===== config.mk =====
export PLATFORM = sky130hd
export DESIGN_NAME = bin2rgb_flat
export DESIGN_NICKNAME = d
export VERILOG_FILES = /design/src/rtl/bin2rgb_if.sv /design/src/rtl/bin2rgb.sv /design/src/flat_wrapper.sv
export SDC_FILE = /design/constraint.sdc
export NUM_CORES = 1
export LEC_CHECK = 0
export ABC_CLOCK_PERIOD_IN_PS = 4500
export CORE_ASPECT_RATIO = 1.5
export CORE_MARGIN = 5
export CORE_UTILIZATION = 39
export CTS_BUF_LIST = sky130_fd_sc_hd__clkbuf_8
export CTS_CLUSTER_SIZE = 24
export DETAILED_ROUTE_END_ITERATION = 8
export PLACE_DENSITY = 0.69
export SETUP_SLACK_MARGIN = 0.05
export SYNTH_ARGS = -nofsm -noshare
export SYNTH_HDL_FRONTEND = slang
export SYNTH_SLANG_ARGS = --single-unit

===== constraint.sdc =====
create_clock -name clock -period 4.5 [get_ports clock]
set_input_delay 0.675 -clock clock [delete_from_list [all_inputs] [get_ports clock]]
set_output_delay 0.675 -clock clock [all_outputs]
set_load 0.05 [all_outputs]

===== src/rtl/bin2rgb_if.sv =====
// Pixel-stream bundle for bin2rgb: binarized class bits, original pixel,
// display controls going in; rendered pixel and per-frame class counts out.
interface bin2rgb_if #(
  parameter int COUNT_WIDTH = 20
);
  logic                   in_red_threshold;
  logic                   in_green_threshold;
  logic                   in_blue_threshold;
  logic                   in_gray_threshold;
  logic                   in_valid;
  logic                   in_frame_start;
  logic [9:0]             in_red;
  logic [9:0]             in_green;
  logic [9:0]             in_blue;
  logic [1:0]             in_mode;
  logic [31:0]            in_red_color;
  logic [31:0]            in_green_color;
  logic [31:0]            in_blue_color;
  logic [9:0]             out_red;
  logic [9:0]             out_green;
  logic [9:0]             out_blue;
  logic                   out_valid;
  logic [COUNT_WIDTH-1:0] out_red_count;
  logic [COUNT_WIDTH-1:0] out_green_count;
  logic [COUNT_WIDTH-1:0] out_blue_count;
  logic                   out_count_valid;

  // Source of the pixel stream / sink of results
  modport master (
    output in_red_threshold, in_green_threshold, in_blue_threshold, in_gray_threshold,
    output in_valid, in_frame_start, in_red, in_green, in_blue, in_mode,
    output in_red_color, in_green_color, in_blue_color,
    input  out_red, out_green, out_blue, out_valid,
    input  out_red_count, out_green_count, out_blue_count, out_count_valid
  );

  // The renderer itself
  modport slave (
    input  in_red_threshold, in_green_threshold, in_blue_threshold, in_gray_threshold,
    input  in_valid, in_frame_start, in_red, in_green, in_blue, in_mode,
    input  in_red_color, in_green_color, in_blue_color,
    output out_red, out_green, out_blue, out_valid,
    output out_red_count, out_green_count, out_blue_count, out_count_valid
  );
endinterface


===== src/rtl/bin2rgb.sv =====
// bin2rgb: renders binarized class bits into a display pixel (1-cycle
// latency) and counts set pixels per class, reporting counts per frame.

// Saturating per-class pixel counter; restart reloads with this cycle's hit.
module bin2rgb_cls_cnt #(
  parameter int W = 20
) (
  input  logic         clock,
  input  logic         reset,
  input  logic         restart_i,
  input  logic         inc_i,
  output logic [W-1:0] count_o
);
  localparam logic [W-1:0] CNT_MAX = '1;

  logic [W-1:0] count_q, count_d;

  // Next count: restart wins, otherwise increment until saturated
  always_comb begin
    count_d = count_q;
    if (restart_i)
      count_d = {{(W-1){1'b0}}, inc_i};
    else if (inc_i && (count_q != CNT_MAX))
      count_d = count_q + {{(W-1){1'b0}}, 1'b1};
  end

  // Counter register
  always_ff @(posedge clock) begin
    if (reset) count_q <= '0;
    else       count_q <= count_d;
  end

  assign count_o = count_q;
endmodule

module bin2rgb #(
  parameter int COUNT_WIDTH = 20
) (
  input logic  clock,
  input logic  reset,
  bin2rgb_if.slave bus
);
  localparam int NUM_CLS = 3;  // 0 red, 1 green, 2 blue

  typedef enum logic {
    ST_NO_FRAME,   // no frame boundary seen since reset
    ST_IN_FRAME    // inside a frame; next boundary completes it
  } state_e;

  state_e                               state_q, state_d;
  logic [1:0]                           mode_q, mode_d;
  logic                                 rpt_pulse;

  logic [NUM_CLS-1:0]                   cls_inc;
  logic [NUM_CLS-1:0][COUNT_WIDTH-1:0]  cnt;
  logic [NUM_CLS-1:0][COUNT_WIDTH-1:0]  rpt_q, rpt_d;
  logic                                 rpt_vld_q;

  logic [29:0]                          col_sel;
  logic                                 any_cls;
  logic [29:0]                          pix_d, pix_q;
  logic                                 vld_q;

  // Frame tracking: a boundary only reports once a frame has been opened,
  // and the mode switch applies to the boundary cycle's own pixel.
  always_comb begin
    state_d   = state_q;
    mode_d    = mode_q;
    rpt_pulse = 1'b0;
    if (bus.in_frame_start) begin
      state_d   = ST_IN_FRAME;
      mode_d    = bus.in_mode;
      rpt_pulse = (state_q == ST_IN_FRAME);
    end
  end

  // Frame state and active display mode
  always_ff @(posedge clock) begin
    if (reset) begin
      state_q <= ST_NO_FRAME;
      mode_q  <= 2'd0;
    end else begin
      state_q <= state_d;
      mode_q  <= mode_d;
    end
  end

  assign cls_inc = {bus.in_blue_threshold, bus.in_green_threshold, bus.in_red_threshold}
                   & {NUM_CLS{bus.in_valid}};

  for (genvar c = 0; c < NUM_CLS; c++) begin : g_cls
    bin2rgb_cls_cnt #(.W(COUNT_WIDTH)) u_cnt (
      .clock     (clock),
      .reset     (reset),
      .restart_i (bus.in_frame_start),
      .inc_i     (cls_inc[c]),
      .count_o   (cnt[c])
    );
  end

  // Snapshot the running counts at each completed frame boundary
  always_comb begin
    rpt_d = rpt_q;
    if (rpt_pulse) rpt_d = cnt;
  end

  // Reported counts and their one-cycle update strobe
  always_ff @(posedge clock) begin
    if (reset) begin
      rpt_q     <= '0;
      rpt_vld_q <= 1'b0;
    end else begin
      rpt_q     <= rpt_d;
      rpt_vld_q <= rpt_pulse;
    end
  end

  // Pixel rendering for the mode in effect this cycle (red > green > blue)
  always_comb begin
    any_cls = bus.in_red_threshold | bus.in_green_threshold | bus.in_blue_threshold;
    if (bus.in_red_threshold)        col_sel = bus.in_red_color[29:0];
    else if (bus.in_green_threshold) col_sel = bus.in_green_color[29:0];
    else                             col_sel = bus.in_blue_color[29:0];
    pix_d = {bus.in_red, bus.in_green, bus.in_blue};
    case (mode_d)
      2'd0: pix_d = {bus.in_red, bus.in_green, bus.in_blue};
      2'd1: pix_d = any_cls ? col_sel : 30'd0;
      2'd2: pix_d = any_cls ? col_sel : {bus.in_red, bus.in_green, bus.in_blue};
      default: pix_d = bus.in_gray_threshold ? {3{10'h3FF}} : 30'd0;
    endcase
  end

  // Output pixel register; zeroed whenever the slot is not valid
  always_ff @(posedge clock) begin
    if (reset) begin
      pix_q <= '0;
      vld_q <= 1'b0;
    end else begin
      pix_q <= bus.in_valid ? pix_d : 30'd0;
      vld_q <= bus.in_valid;
    end
  end

  assign bus.out_red         = pix_q[29:20];
  assign bus.out_green       = pix_q[19:10];
  assign bus.out_blue        = pix_q[9:0];
  assign bus.out_valid       = vld_q;
  assign bus.out_red_count   = rpt_q[0];
  assign bus.out_green_count = rpt_q[1];
  assign bus.out_blue_count  = rpt_q[2];
  assign bus.out_count_valid = rpt_vld_q;

  // Colour words carry two spare top bits
  logic unused_col;
  assign unused_col = ^{bus.in_red_color[31:30], bus.in_green_color[31:30],
                        bus.in_blue_color[31:30]};
endmodule


===== src/flat_wrapper.sv =====
// flat-port wrapper written by rule: the top's interface ports become plain ports
module bin2rgb_flat 
#(
  parameter int COUNT_WIDTH = 20
)
  (clock, reset, bus_in_red_threshold, bus_in_green_threshold, bus_in_blue_threshold, bus_in_gray_threshold, bus_in_valid, bus_in_frame_start, bus_in_red, bus_in_green, bus_in_blue, bus_in_mode, bus_in_red_color, bus_in_green_color, bus_in_blue_color, bus_out_red, bus_out_green, bus_out_blue, bus_out_valid, bus_out_red_count, bus_out_green_count, bus_out_blue_count, bus_out_count_valid);
  bin2rgb_if #(.COUNT_WIDTH(COUNT_WIDTH)) bus_i ();
  input logic clock;
  input logic reset;
  input wire logic [$bits(bus_i.in_red_threshold)-1:0] bus_in_red_threshold;
  input wire logic [$bits(bus_i.in_green_threshold)-1:0] bus_in_green_threshold;
  input wire logic [$bits(bus_i.in_blue_threshold)-1:0] bus_in_blue_threshold;
  input wire logic [$bits(bus_i.in_gray_threshold)-1:0] bus_in_gray_threshold;
  input wire logic [$bits(bus_i.in_valid)-1:0] bus_in_valid;
  input wire logic [$bits(bus_i.in_frame_start)-1:0] bus_in_frame_start;
  input wire logic [$bits(bus_i.in_red)-1:0] bus_in_red;
  input wire logic [$bits(bus_i.in_green)-1:0] bus_in_green;
  input wire logic [$bits(bus_i.in_blue)-1:0] bus_in_blue;
  input wire logic [$bits(bus_i.in_mode)-1:0] bus_in_mode;
  input wire logic [$bits(bus_i.in_red_color)-1:0] bus_in_red_color;
  input wire logic [$bits(bus_i.in_green_color)-1:0] bus_in_green_color;
  input wire logic [$bits(bus_i.in_blue_color)-1:0] bus_in_blue_color;
  output wire logic [$bits(bus_i.out_red)-1:0] bus_out_red;
  output wire logic [$bits(bus_i.out_green)-1:0] bus_out_green;
  output wire logic [$bits(bus_i.out_blue)-1:0] bus_out_blue;
  output wire logic [$bits(bus_i.out_valid)-1:0] bus_out_valid;
  output wire logic [$bits(bus_i.out_red_count)-1:0] bus_out_red_count;
  output wire logic [$bits(bus_i.out_green_count)-1:0] bus_out_green_count;
  output wire logic [$bits(bus_i.out_blue_count)-1:0] bus_out_blue_count;
  output wire logic [$bits(bus_i.out_count_valid)-1:0] bus_out_count_valid;
  assign bus_i.in_red_threshold = bus_in_red_threshold;
  assign bus_i.in_green_threshold = bus_in_green_threshold;
  assign bus_i.in_blue_threshold = bus_in_blue_threshold;
  assign bus_i.in_gray_threshold = bus_in_gray_threshold;
  assign bus_i.in_valid = bus_in_valid;
  assign bus_i.in_frame_start = bus_in_frame_start;
  assign bus_i.in_red = bus_in_red;
  assign bus_i.in_green = bus_in_green;
  assign bus_i.in_blue = bus_in_blue;
  assign bus_i.in_mode = bus_in_mode;
  assign bus_i.in_red_color = bus_in_red_color;
  assign bus_i.in_green_color = bus_in_green_color;
  assign bus_i.in_blue_color = bus_in_blue_color;
  assign bus_out_red = bus_i.out_red;
  assign bus_out_green = bus_i.out_green;
  assign bus_out_blue = bus_i.out_blue;
  assign bus_out_valid = bus_i.out_valid;
  assign bus_out_red_count = bus_i.out_red_count;
  assign bus_out_green_count = bus_i.out_green_count;
  assign bus_out_blue_count = bus_i.out_blue_count;
  assign bus_out_count_valid = bus_i.out_count_valid;
  bin2rgb #(.COUNT_WIDTH(COUNT_WIDTH)) u_core (.clock(clock), .reset(reset), .bus(bus_i));
endmodule

; ---- Yosys cells after proc, flatten, opt, wreduce, memory -nomap -nowiden
; Cells that the tools add are included.
[totals]
wordCells = 49
out_inout_bits = 92
ff_bits = 155
[op_classes]
eq_ne = 5
mux = 14
n_bitwise = 4
n_reduce_logical = 9
add_sub_neg = 3
[op_table]
columns = cell, count
row1 = $mux W30, 5
row2 = $pmux W30 S3, 1
row3 = $add A20 B1 Y20 const B, 3
row4 = $ne A20 B20 Y1 const B, 3
row5 = $mux W1, 7
row6 = $reduce_bool A2 Y1, 3
row7 = $reduce_or A2 Y1, 2
row8 = $and A3 B3 Y3, 1
row9 = $logic_and A1 B1 Y1, 3
row10 = $eq A2 B1 Y1 const B, 1
row11 = $eq A2 B2 Y1 const B, 1
row12 = $logic_not A2 Y1, 1
row13 = $mux W2, 1
row14 = $or A1 B1 Y1, 2
row15 = $not A1 Y1, 1

; ---- Depth between registers and ports, before layout
; Gate-level depths: netlist of run 1.
[logic_depth]
depth_word = 4
ltp_mapped = 8
ltp_nobuf = 6

; ---- Modules after synthesis
; A second synthesis of run 1 with hierarchy kept.
[hier_totals]
hier_cells = 905
area_unflattened_um2 = 7362.1
[modules_own_cells]
columns = mod, seq_area_each_um2, cells_per_inst, area_per_inst_um2, n_inst
row1 = bin2rgb, 1901.8, 533, 4126.5, 1
row2 = bin2rgb_cls_cnt, 400.4, 124, 1078.5, 3

; ---- Least setup slack after synthesis of run 1
; OpenSTA, ideal clock, no wires.
[synth_timing]
path_type = in2reg
start = input port bus_in_green_threshold
end = register u_core.g_cls[1].u_cnt.count_q[17]
n_path_buf = 1
setup_slack_ns = 2.473
required_ns = 4.372
arrival_ns = 1.900
setup_time_ns = 0.128
cell_stages = 6
cell_sequence = clkbuf_1 nand2_1 nor4_1 or4b_1 xor2_1 nor2_1
[synth_via]
elab_chain_len = 2
[synth_rtl]
columns = element, line
row1 = from (decl), flat_wrapper.sv:11  ; input wire logic [$bits(bus_i.in_green_threshold)-1:0] bus_in_green_threshold;
row2 = $and A3 B3 Y3, bin2rgb.sv:89  ; & {NUM_CLS{bus.in_valid}};
row3 = $logic_and A1 B1 Y1, bin2rgb.sv:23  ; else if (inc_i && (count_q != CNT_MAX))
row4 = to (signal assigned), bin2rgb.sv:30  ; else count_q <= count_d;
row5 = to (decl), bin2rgb.sv:16  ; logic [W-1:0] count_q, count_d;
; No other way between the ends.
; A chain may end at the register's enable or synchronous reset.

; ---- Worst setup path after layout of run 1
[layout_timing]
start = input port bus_in_frame_start
end = register u_core.pix_q[22]
[layout_via]
elab_chain_len = 3
elab_cells_between_ends = 5
cone_classes = 2 x eq/ne / 2 x mux / 1 x reduce/logical
[layout_rtl]
columns = element, line
row1 = from (decl), flat_wrapper.sv:15  ; input wire logic [$bits(bus_i.in_frame_start)-1:0] bus_in_frame_start;
row2 = $mux W2 *, bin2rgb.sv:70  ; if (bus.in_frame_start) begin
row3 = "$eq A2 B2 Y1, or another cell as far along", bin2rgb.sv:125  ; case (mode_d)
row4 = $pmux W30 S3 *, bin2rgb.sv:125
row5 = to (signal assigned), bin2rgb.sv:139  ; pix_q <= bus.in_valid ? pix_d : 30'd0;
row6 = to (decl), bin2rgb.sv:61  ; logic [29:0] pix_d, pix_q;
; Every way passes the cells marked *; elsewhere a longest branch is shown, timed or not.

==> flow_summary.ini, run 1 <==
[floorplan]
core_region_area_um2 = 18400
initial_core_util = 0.393
row_count = 61
ioPinCount = 228
die_area_um2 = 21400
die_y_um = 177
fp.dieW_um = 121

[synthesis]
yosys.area_share.simple = 0.238
synth_fp_nets = 1043
synth_edf_count = 0
synth_ff_type = dfxtp_1
synth.avg_cell_area_um2 = 8.00
synthCells = 904
async_reset_ff_frac = 0
synth_top_family_by_area = compound AO/OA/AOI/OAI gates
synth_compound_area_frac = 0.246
ys_warn_count = 0
yosys.area_share.adder = 0.00519
synth-xor-area-share = 0.0291
synth.distinct_cells = 52
ys_seq_elements = 155
muxShareOfSynthArea = 0.00571
syn_area_um2 = 7230
synth-seq-area-share = 0.429

[pwr]
p_per_area_nw_per_um2 = 296
pwr-share-comb = 0.152
ir_worst_vdd_uv = 145
power.total_w = 0.00296
intPower_w = 0.00216
power_frac_seq = 0.473
pwr-share-clk = 0.374
swShare = 0.270
leakage_nw = 3.37
switching_power_w = 0.000801

[sta]
fmax_mhz = 356
tns_ns = 0
setup_viol = 0
fin_ws_ns = 1.69
tightest_slew_ns = 1.15
period_needed_ns = 2.81
rsz0062_at_grt = false
finalHoldViolations = 0
fin_worst_skew_ns = 0.0192
slew_headroom = 0.227
slew_violations = 0
finalCritPeriodShare = 0.625

[critical_path]
cpMostUsedCell = a211oi_1
cp_slowest_stage_delay_ns = 0.89
critical_path.cell_chain = clkdlybuf4s50_1 > a211oi_1 > a31oi_2 > buf_4 > a221oi_1 > a211oi_1
path_class = in -> reg
r2r_slack_ns = 2.40
startpoint_type = primary input
path_buf_inv = 2
crit_family = buffers and inverters
crit_path_end_kind = flip-flop
arrival_ns = 3.17
crit_required_ns = 4.86
worstPathMaxFanout = 16
crit_slowest_cell = clkdlybuf4s50_1

[routing]
routed_wl_um = 21700
firstDrtPassIters = 5
dr_total_vias = 7269
drc = 0
antenna_left = 0
wire_per_inst_um = 16.1
drt_iter0_markers = 355
via_per_inst = 5.38

[cells_and_area]
final_util = 0.543
drive_gt1_frac = 0.0601
multi_input_area_um2 = 3830
fill_cells = 1760
insertedDiodeCount = 0
area_growth_pct = 38.2
seq_area_um2 = 3100
final_nets = 1225

[grt]
grt_pass1_wl_um = 34900
grt_usage = 0.203
grt_max_degree = 64
antenna_found_initial = 0
grt_overflow = 0
grt_pass1_vias = 7014

[clocking]
cts_setup_buffers = 0
root_buffer = clkbuf_8
cts_resized = 0
clkTransAtPathRegs_ns = 0.09
cts.htree.levels = 4
clock_sinks = 155
hold_buffers = 0
cts_buffers = 17
clock_path_buffers = 2
clock_latency_ns = 0.45
cts_tree = done

[placed_design]
io_buffers = 221
dp_hpwl_um = 16200
post-place-ws_ns = 1.24
gp_congestion = 0.795

[hold_path]
hold_path_class = reg -> reg

[status]
outcome = finished clean

[run]
cap_viol_max_count = 0
cells by family after synthesis:
logic type      Yosys count
buf+inv                  81
xor+xnor                 24
flops                   155
fa+ha+maj                 3
mux                       4
compound gates          263
simple gates            374
through the flow:
| step | std cells | area, um2 | hold slack [ns] |
|---|---|---|---|
| 3_3_place_gp | 1319 | 9580 | 0.442 |
| 3_5_place_dp | 1319 | 9580 | 0.445 |
| 2_1_floorplan | 904 | 7230 | 0.449 |
| 4_1_cts | 1350 | 10000 | 0.458 |
| 5_1_grt | 1350 | 10000 | 0.473 |
| 6_report | 1350 | 10000 | 0.454 |
power groups by stage:
stage               logic, W  clock network [W]  registers, W
floorplan           0.000180                  0       0.00150
global placement    0.000450                  0       0.00143
detailed placement  0.000454                  0       0.00143
CTS                 0.000455            0.00113       0.00140
global route        0.000486            0.00119       0.00141
finish              0.000451            0.00111       0.00140
synth_stat cells, types with 18 or more instances:
library cell  number  area (um2)
nand2_1          186         698
xnor2_1           19         166
a22oi_1           29         218
clkbuf_1          52         195
a21o_1            32         240
dfxtp_1          155        3100
nor2_1            77         289
a211oi_1          32         240
a21oi_1           88         440
o21ai_0           18        90.1
a221oi_1          30         263
nand4_1           19         119
nand3_1           20         100
path summary, 6_finish.rpt:
path | startpoint | endpoint | cells after the start
min | u_core.bus.out_green_count[7] | u_core.bus.out_green_count[7] | 2
min reg2reg | u_core.bus.out_green_count[7] | u_core.bus.out_green_count[7] | 2
max reg2reg | u_core.mode_q[1] | u_core.pix_q[22] | 5
max | bus_in_frame_start | u_core.pix_q[22] | 6
metal layers:
| layer | track usage | part of all wire | vias to the layer above |
|---|---|---|---|
| li1 | - | - | 3624 |
| met3 | 0.0707 | 0.080 | 44 |
| met5 | 0 | 0 | - |
| met2 | 0.358 | 0.51 | 226 |
| met4 | 0.0986 | 0.045 | 0 |
| met1 | 0.213 | 0.37 | 3375 |
sequential cells by signal, summed over array words and instances (netlist names):
register,flops
u_core.g_cls.u_cnt.count_o,60
u_core.pix_q,30
u_core.bus.out_blue_count,20
u_core.bus.out_green_count,20
u_core.bus.out_red_count,20
u_core.mode_q,2
u_core.bus.out_count_valid,1
u_core.bus.out_valid,1
u_core.state_q,1
worst reg2reg max path, stage by stage, from the launching register on:
cell      delay (ns)
dfxtp_1         0.43
a211oi_1        0.12
a31oi_2         0.75
buf_4           0.37
a221oi_1        0.13
a211oi_1        0.24
area by class of cell:
type,instances,share of cell area
Sequential cell,155,0.310
Tap cell,252,0.0315
Clock inverter,13,0.0168
Timing Repair Buffer,233,0.229
Multi-Input combinational cell,668,0.383
Clock buffer,18,0.0248
Inverter,11,0.00413
placed cells by master, fill, tap and decap left out, types with 5 or more instances in the layout:
cell             netlist  final
a211oi_1              32     32
a31oi_1               10      9
and4_1                 6      6
or4_1                  9      9
nor2_1                77     77
clkdlybuf4s50_1        0    219
a21o_1                32     32
or3_1                 10     10
a221oi_1              30     30
nand3_1               20     20
nor4_1                 9      9
a21oi_1               88     88
xor2_1                 5      5
inv_1                 11     11
o21ai_0               18     16
dfxtp_1              155    155
nand2_1              186    185
xnor2_1               19     19
a22oi_1               29     29
nor3_1                11     11
nand4_1               19     19
clkbuf_8               0     18
buf_4                  1     12
o31ai_1                9      8
(Power assumes the default switching activity.)
==> run 2: changes to the inputs <==
Settings changed: ABC_CLOCK_PERIOD_IN_PS 4500 to 2490, PLACE_DENSITY 0.69 to 0.72.
Clock period 4.5 ns to 2.49 ns, I/O delays scaled along.
==> run 2 against run 1 <==
  * Design area is 1.9% higher
  * Largest power group unchanged
  * Via count is 1.4% higher
  * Routed wire length is 3.1% higher
  * Clock skew is 0.00094 ns lower
  * Largest cell class unchanged
  * Count of clock-buffer cells in the layout stayed put
  * Power is 79% higher
  * Clock power is 72% higher
  * Critical path depth is 1 higher
  * Global-route usage is 0.26 points higher
  * Hold slack worse by 0.17 ns
==> flow_summary.ini, run 2 (synthesized netlist as in run 1, its figures left out) <==
[critical_path]
path_buf_inv = 2
critical_path.cell_chain = clkdlybuf4s50_1 > buf_4 > nor2b_2 > a22oi_1 > o21ai_0 > a221oi_1 > nor3_1
r2r_slack_ns = 0.46
worstPathMaxFanout = 29
startpoint_type = primary input
arrival_ns = 2.55
crit_family = simple AND/OR/NAND/NOR gates
rr_worst_depth = 5
timing.critical_path.from = bus_in_green_threshold
crit_path_end_kind = flip-flop
crit_required_ns = 2.86
cp_slowest_stage_delay_ns = 0.89
crit_slowest_cell = nor2b_2
regToRegEndpoint = u_core.g_cls[0].u_cnt.count_o[19]
path_class = in -> reg
rr_startpoint = u_core.g_cls[0].u_cnt.count_o[10]

[grt]
use_met1 = 0.205
grt_pass1_wl_um = 35200
grt_max_degree = 60
grt_most_used_layer = met2
antenna_found_initial = 0
grt_pass1_vias = 7052
grt_use_met2 = 0.374
grt_usage = 0.205
grt_overflow = 0
grt_use_met3 = 0.0745

[sta]
tightest_slew_ns = 1.15
slew_violations = 0
finalCritPeriodShare = 0.873
hold_ws_ns = 0.288
slew_headroom = 0.232
period_needed_ns = 2.17
fin_worst_skew_ns = 0.0182
fmax_mhz = 460
finalHoldViolations = 0
setup_viol = 0
tns_ns = 0
rsz0062_at_grt = false

[cells_and_area]
final_util = 0.554
area_growth_pct = 40.8
drive_gt1_frac = 0.0777
mostFrequentLayoutCell = clkdlybuf4s50_1
final_nets = 1245
fill_cells = 1749
layout_common_cells = clkdlybuf4s50_1 (219), nand2_1 (185), dfxtp_1 (155)
multi_input_area_um2 = 3830
largest_reg_flops = 60
final_cells = 1371
seq_area_um2 = 3100
insertedDiodeCount = 0

[clocking]
hold_buffers = 0
cts_buffers = 17
clock_sinks = 155
clock_latency_ns = 0.45
cts_tree = done
clkTransAtPathRegs_ns = 0.10
clock_path_buffers = 2
root_buffer = clkbuf_8
cts_setup_buffers = 0
cts.htree.levels = 4
cts_resized = 0

[pwr]
power.total_w = 0.00530
pwr-share-clk = 0.360
switching_power_w = 0.00153
leakage_nw = 3.48
ir_worst_vdd_uv = 275
power_frac_seq = 0.478
swShare = 0.288
p_per_area_nw_per_um2 = 521
pwr-share-comb = 0.161
intPower_w = 0.00377

[placed_design]
dp_hpwl_um = 17000
gp_congestion = 0.866
dp_cells = 1339
io_buffers = 221

[floorplan]
die_area_um2 = 21400
core_region_area_um2 = 18400
ioPinCount = 228
row_count = 61
die_y_um = 177
fp.dieW_um = 121
initial_core_util = 0.393

[hold_path]
holdPathStages = 2
hold_path_class = in -> reg
min_to = u_core.bus.out_red_count[8]
hp-start = reset

[routing]
routed_wl_um = 22400
wire_per_inst_um = 16.3
dr_total_vias = 7371
drt_iter0_markers = 340
firstDrtPassIters = 5
drc = 0
antenna_left = 0
via_per_inst = 5.38

[run]
cap_viol_max_count = 0

[status]
outcome = finished clean
## run 2: worst max-delay path by stage
stage                                             to  cells past startpoint
floorplan           u_core.g_cls[2].u_cnt.count_o[6]                      7
global placement                    u_core.pix_q[27]                      7
detailed placement                  u_core.pix_q[27]                      7
CTS                                 u_core.pix_q[27]                      7
global route                        u_core.pix_q[27]                      7
finish                              u_core.pix_q[27]                      7
## run 2: stage by stage
stage	setup slack [ns]	instance area, um2
2_1_floorplan	0.663	7230
5_1_grt	0.176	10200
3_5_place_dp	-0.148	9780
3_3_place_gp	-0.147	9780
4_1_cts	0.341	10200
6_report	0.316	10200
## run 2: power by group through the flow
stage / Sequential, W / Combinational (W) / Clock (W)
global route: 0.00254 / 0.000916 / 0.00207
finish: 0.00254 / 0.000856 / 0.00191
global placement: 0.00259 / 0.000850 / 0
detailed placement: 0.00260 / 0.000860 / 0
CTS: 0.00254 / 0.000862 / 0.00197
floorplan: 0.00271 / 0.000324 / 0
## run 2: area by class of cell
class	count	share of cell area
Timing Repair Buffer	253	0.245
Clock inverter	14	0.0152
Multi-Input combinational cell	668	0.376
Inverter	11	0.00405
Sequential cell	155	0.305
Clock buffer	18	0.0243
Tap cell	252	0.0310
## run 2: metal layers
layer / share of wire / wire [um]
met5: 0 / 0
met4: 0.043 / 959
met3: 0.084 / 1870
met2: 0.52 / 11600
met1: 0.36 / 7960
==> run 3: changes to the inputs <==
Settings changed: CORE_ASPECT_RATIO 1.5 to 0.75.
==> run 3 against run 2 <==
  * Non-clock buffer count down 4
  * Global-route usage down 0.33 points
  * Register-to-register slack worse by 0.04 ns
  * Maximum frequency up 4.9%
  * Clock power up 12%
  * Critical path type is now reg -> reg
==> flow_summary.ini, run 3 (synthesized netlist as in run 1, its figures left out) <==
[status]
outcome = finished clean

[placed_design]
post-place-ws_ns = 0.000582
dp_cells = 1330
gp_congestion = 0.846
dp_hpwl_um = 15800
io_buffers = 221

[clocking]
cts_setup_buffers = 0
cts_resized = 0
cts_buffers = 17
root_buffer = clkbuf_8
clock_path_buffers = 2
cts_tree = done
clkTransAtPathRegs_ns = 0.08
clock_sinks = 155
cts.htree.levels = 4
hold_buffers = 0
clock_latency_ns = 0.44

[routing]
wire_per_inst_um = 16.4
firstDrtPassIters = 5
drc = 0
routed_wl_um = 22300
dr_total_vias = 7304
via_per_inst = 5.37
drt_iter0_markers = 447
antenna_left = 0

[sta]
fin_worst_skew_ns = 0.0104
slew_headroom = 0.446
period_needed_ns = 2.07
slew_violations = 0
setup_viol = 0
finalHoldViolations = 0
tightest_slew_ns = 0.827
fin_ws_ns = 0.418
fmax_mhz = 483
finalCritPeriodShare = 0.832
hold_ws_ns = 0.330
tns_ns = 0
rsz0062_at_grt = false

[cells_and_area]
final_nets = 1241
fill_cells = 1698
layout_common_cells = clkdlybuf4s50_1 (219), nand2_1 (185), dfxtp_1 (155)
mostFrequentLayoutCell = clkdlybuf4s50_1
area_growth_pct = 41.1
insertedDiodeCount = 0
final_cells = 1361
largest_reg_flops = 60
drive_gt1_frac = 0.0718

[critical_path]
crit_family = simple AND/OR/NAND/NOR gates
crit_path_end_kind = flip-flop
arrival_ns = 2.40
path_class = reg -> reg
worstPathMaxFanout = 11
crit_slowest_cell = or4b_1
path_buf_inv = 0
critical_path.cell_chain = and4_1 > nand3_1 > or4b_1 > xor2_1 > nor2_1
cp_slowest_stage_delay_ns = 0.64
crit_required_ns = 2.81
startpoint_type = flip-flop

[hold_path]
hold_path_class = in -> reg

[grt]
antenna_found_initial = 1
grt_usage = 0.202
grt_overflow = 0
grt_max_degree = 62
grt_pass1_wl_um = 35500
grt_pass1_vias = 6790

[floorplan]
initial_core_util = 0.394
fp.dieW_um = 167
row_count = 43
die_area_um2 = 21400
die_y_um = 128
ioPinCount = 228
core_region_area_um2 = 18300

[pwr]
leakage_nw = 3.50
ir_worst_vdd_uv = 303
p_per_area_nw_per_um2 = 540

[run]
cap_viol_max_count = 0
## run 3: metrics by stage
step	util	instance area [um2]	total power, W
after floorplan	-	7230	0.00303
after global placement	0.532	9760	0.00343
after detailed placement	0.532	9760	0.00344
after CTS	0.556	10200	0.00556
after global routing	0.556	10200	0.00573
final	0.556	10200	0.00550
## run 3: worst register-to-register path, delay by kind of cell (launching register included)
family | cells | cell delay, ns
DFF | 1 | 0.43
and+or+nand+nor | 4 | 1.35
xor gates and xnor gates | 1 | 0.18
## run 3: where the power goes
part / switching (W) / leakage, nW / total [W] / internal (W)
Sequential: 0.0000193 / 1.25 / 0.00254 / 0.00252
Combinational: 0.000450 / 2.01 / 0.000843 / 0.000393
Clock: 0.000915 / 0.237 / 0.00213 / 0.00121
## run 3: path summary, 6_finish.rpt
kind / startpoint / endpoint / slack (ns) / cells past startpoint
worst max-delay path: u_core.g_cls[1].u_cnt.count_o[3] / u_core.g_cls[1].u_cnt.count_o[17] / 0.42 / 5
worst max register to register: u_core.g_cls[1].u_cnt.count_o[3] / u_core.g_cls[1].u_cnt.count_o[17] / 0.42 / 5
worst min register to register: u_core.bus.out_red_count[3] / u_core.bus.out_red_count[3] / 0.45 / 2
worst min-delay path: reset / u_core.state_q / 0.33 / 2
## run 3: cell type report
| type | count | area [um2] | share of cell area |
|---|---|---|---|
| multi-input combinational | 668 | 3830 | 0.375 |
| sequential | 155 | 3100 | 0.304 |
| clock buffer | 22 | 303 | 0.0297 |
| clock inverter | 9 | 143 | 0.0140 |
| timing repair buffer | 249 | 2470 | 0.243 |
| tap | 247 | 309 | 0.0303 |
| inverter | 11 | 41.3 | 0.00405 |
## run 3: per-layer routing
| layer | global-route usage | part of all wire |
|---|---|---|
| met4 | 0.0577 | 0.016 |
| met1 | 0.283 | 0.47 |
| met2 | 0.308 | 0.45 |
| met5 | 0 | 0.00058 |
| met3 | 0.0555 | 0.064 |
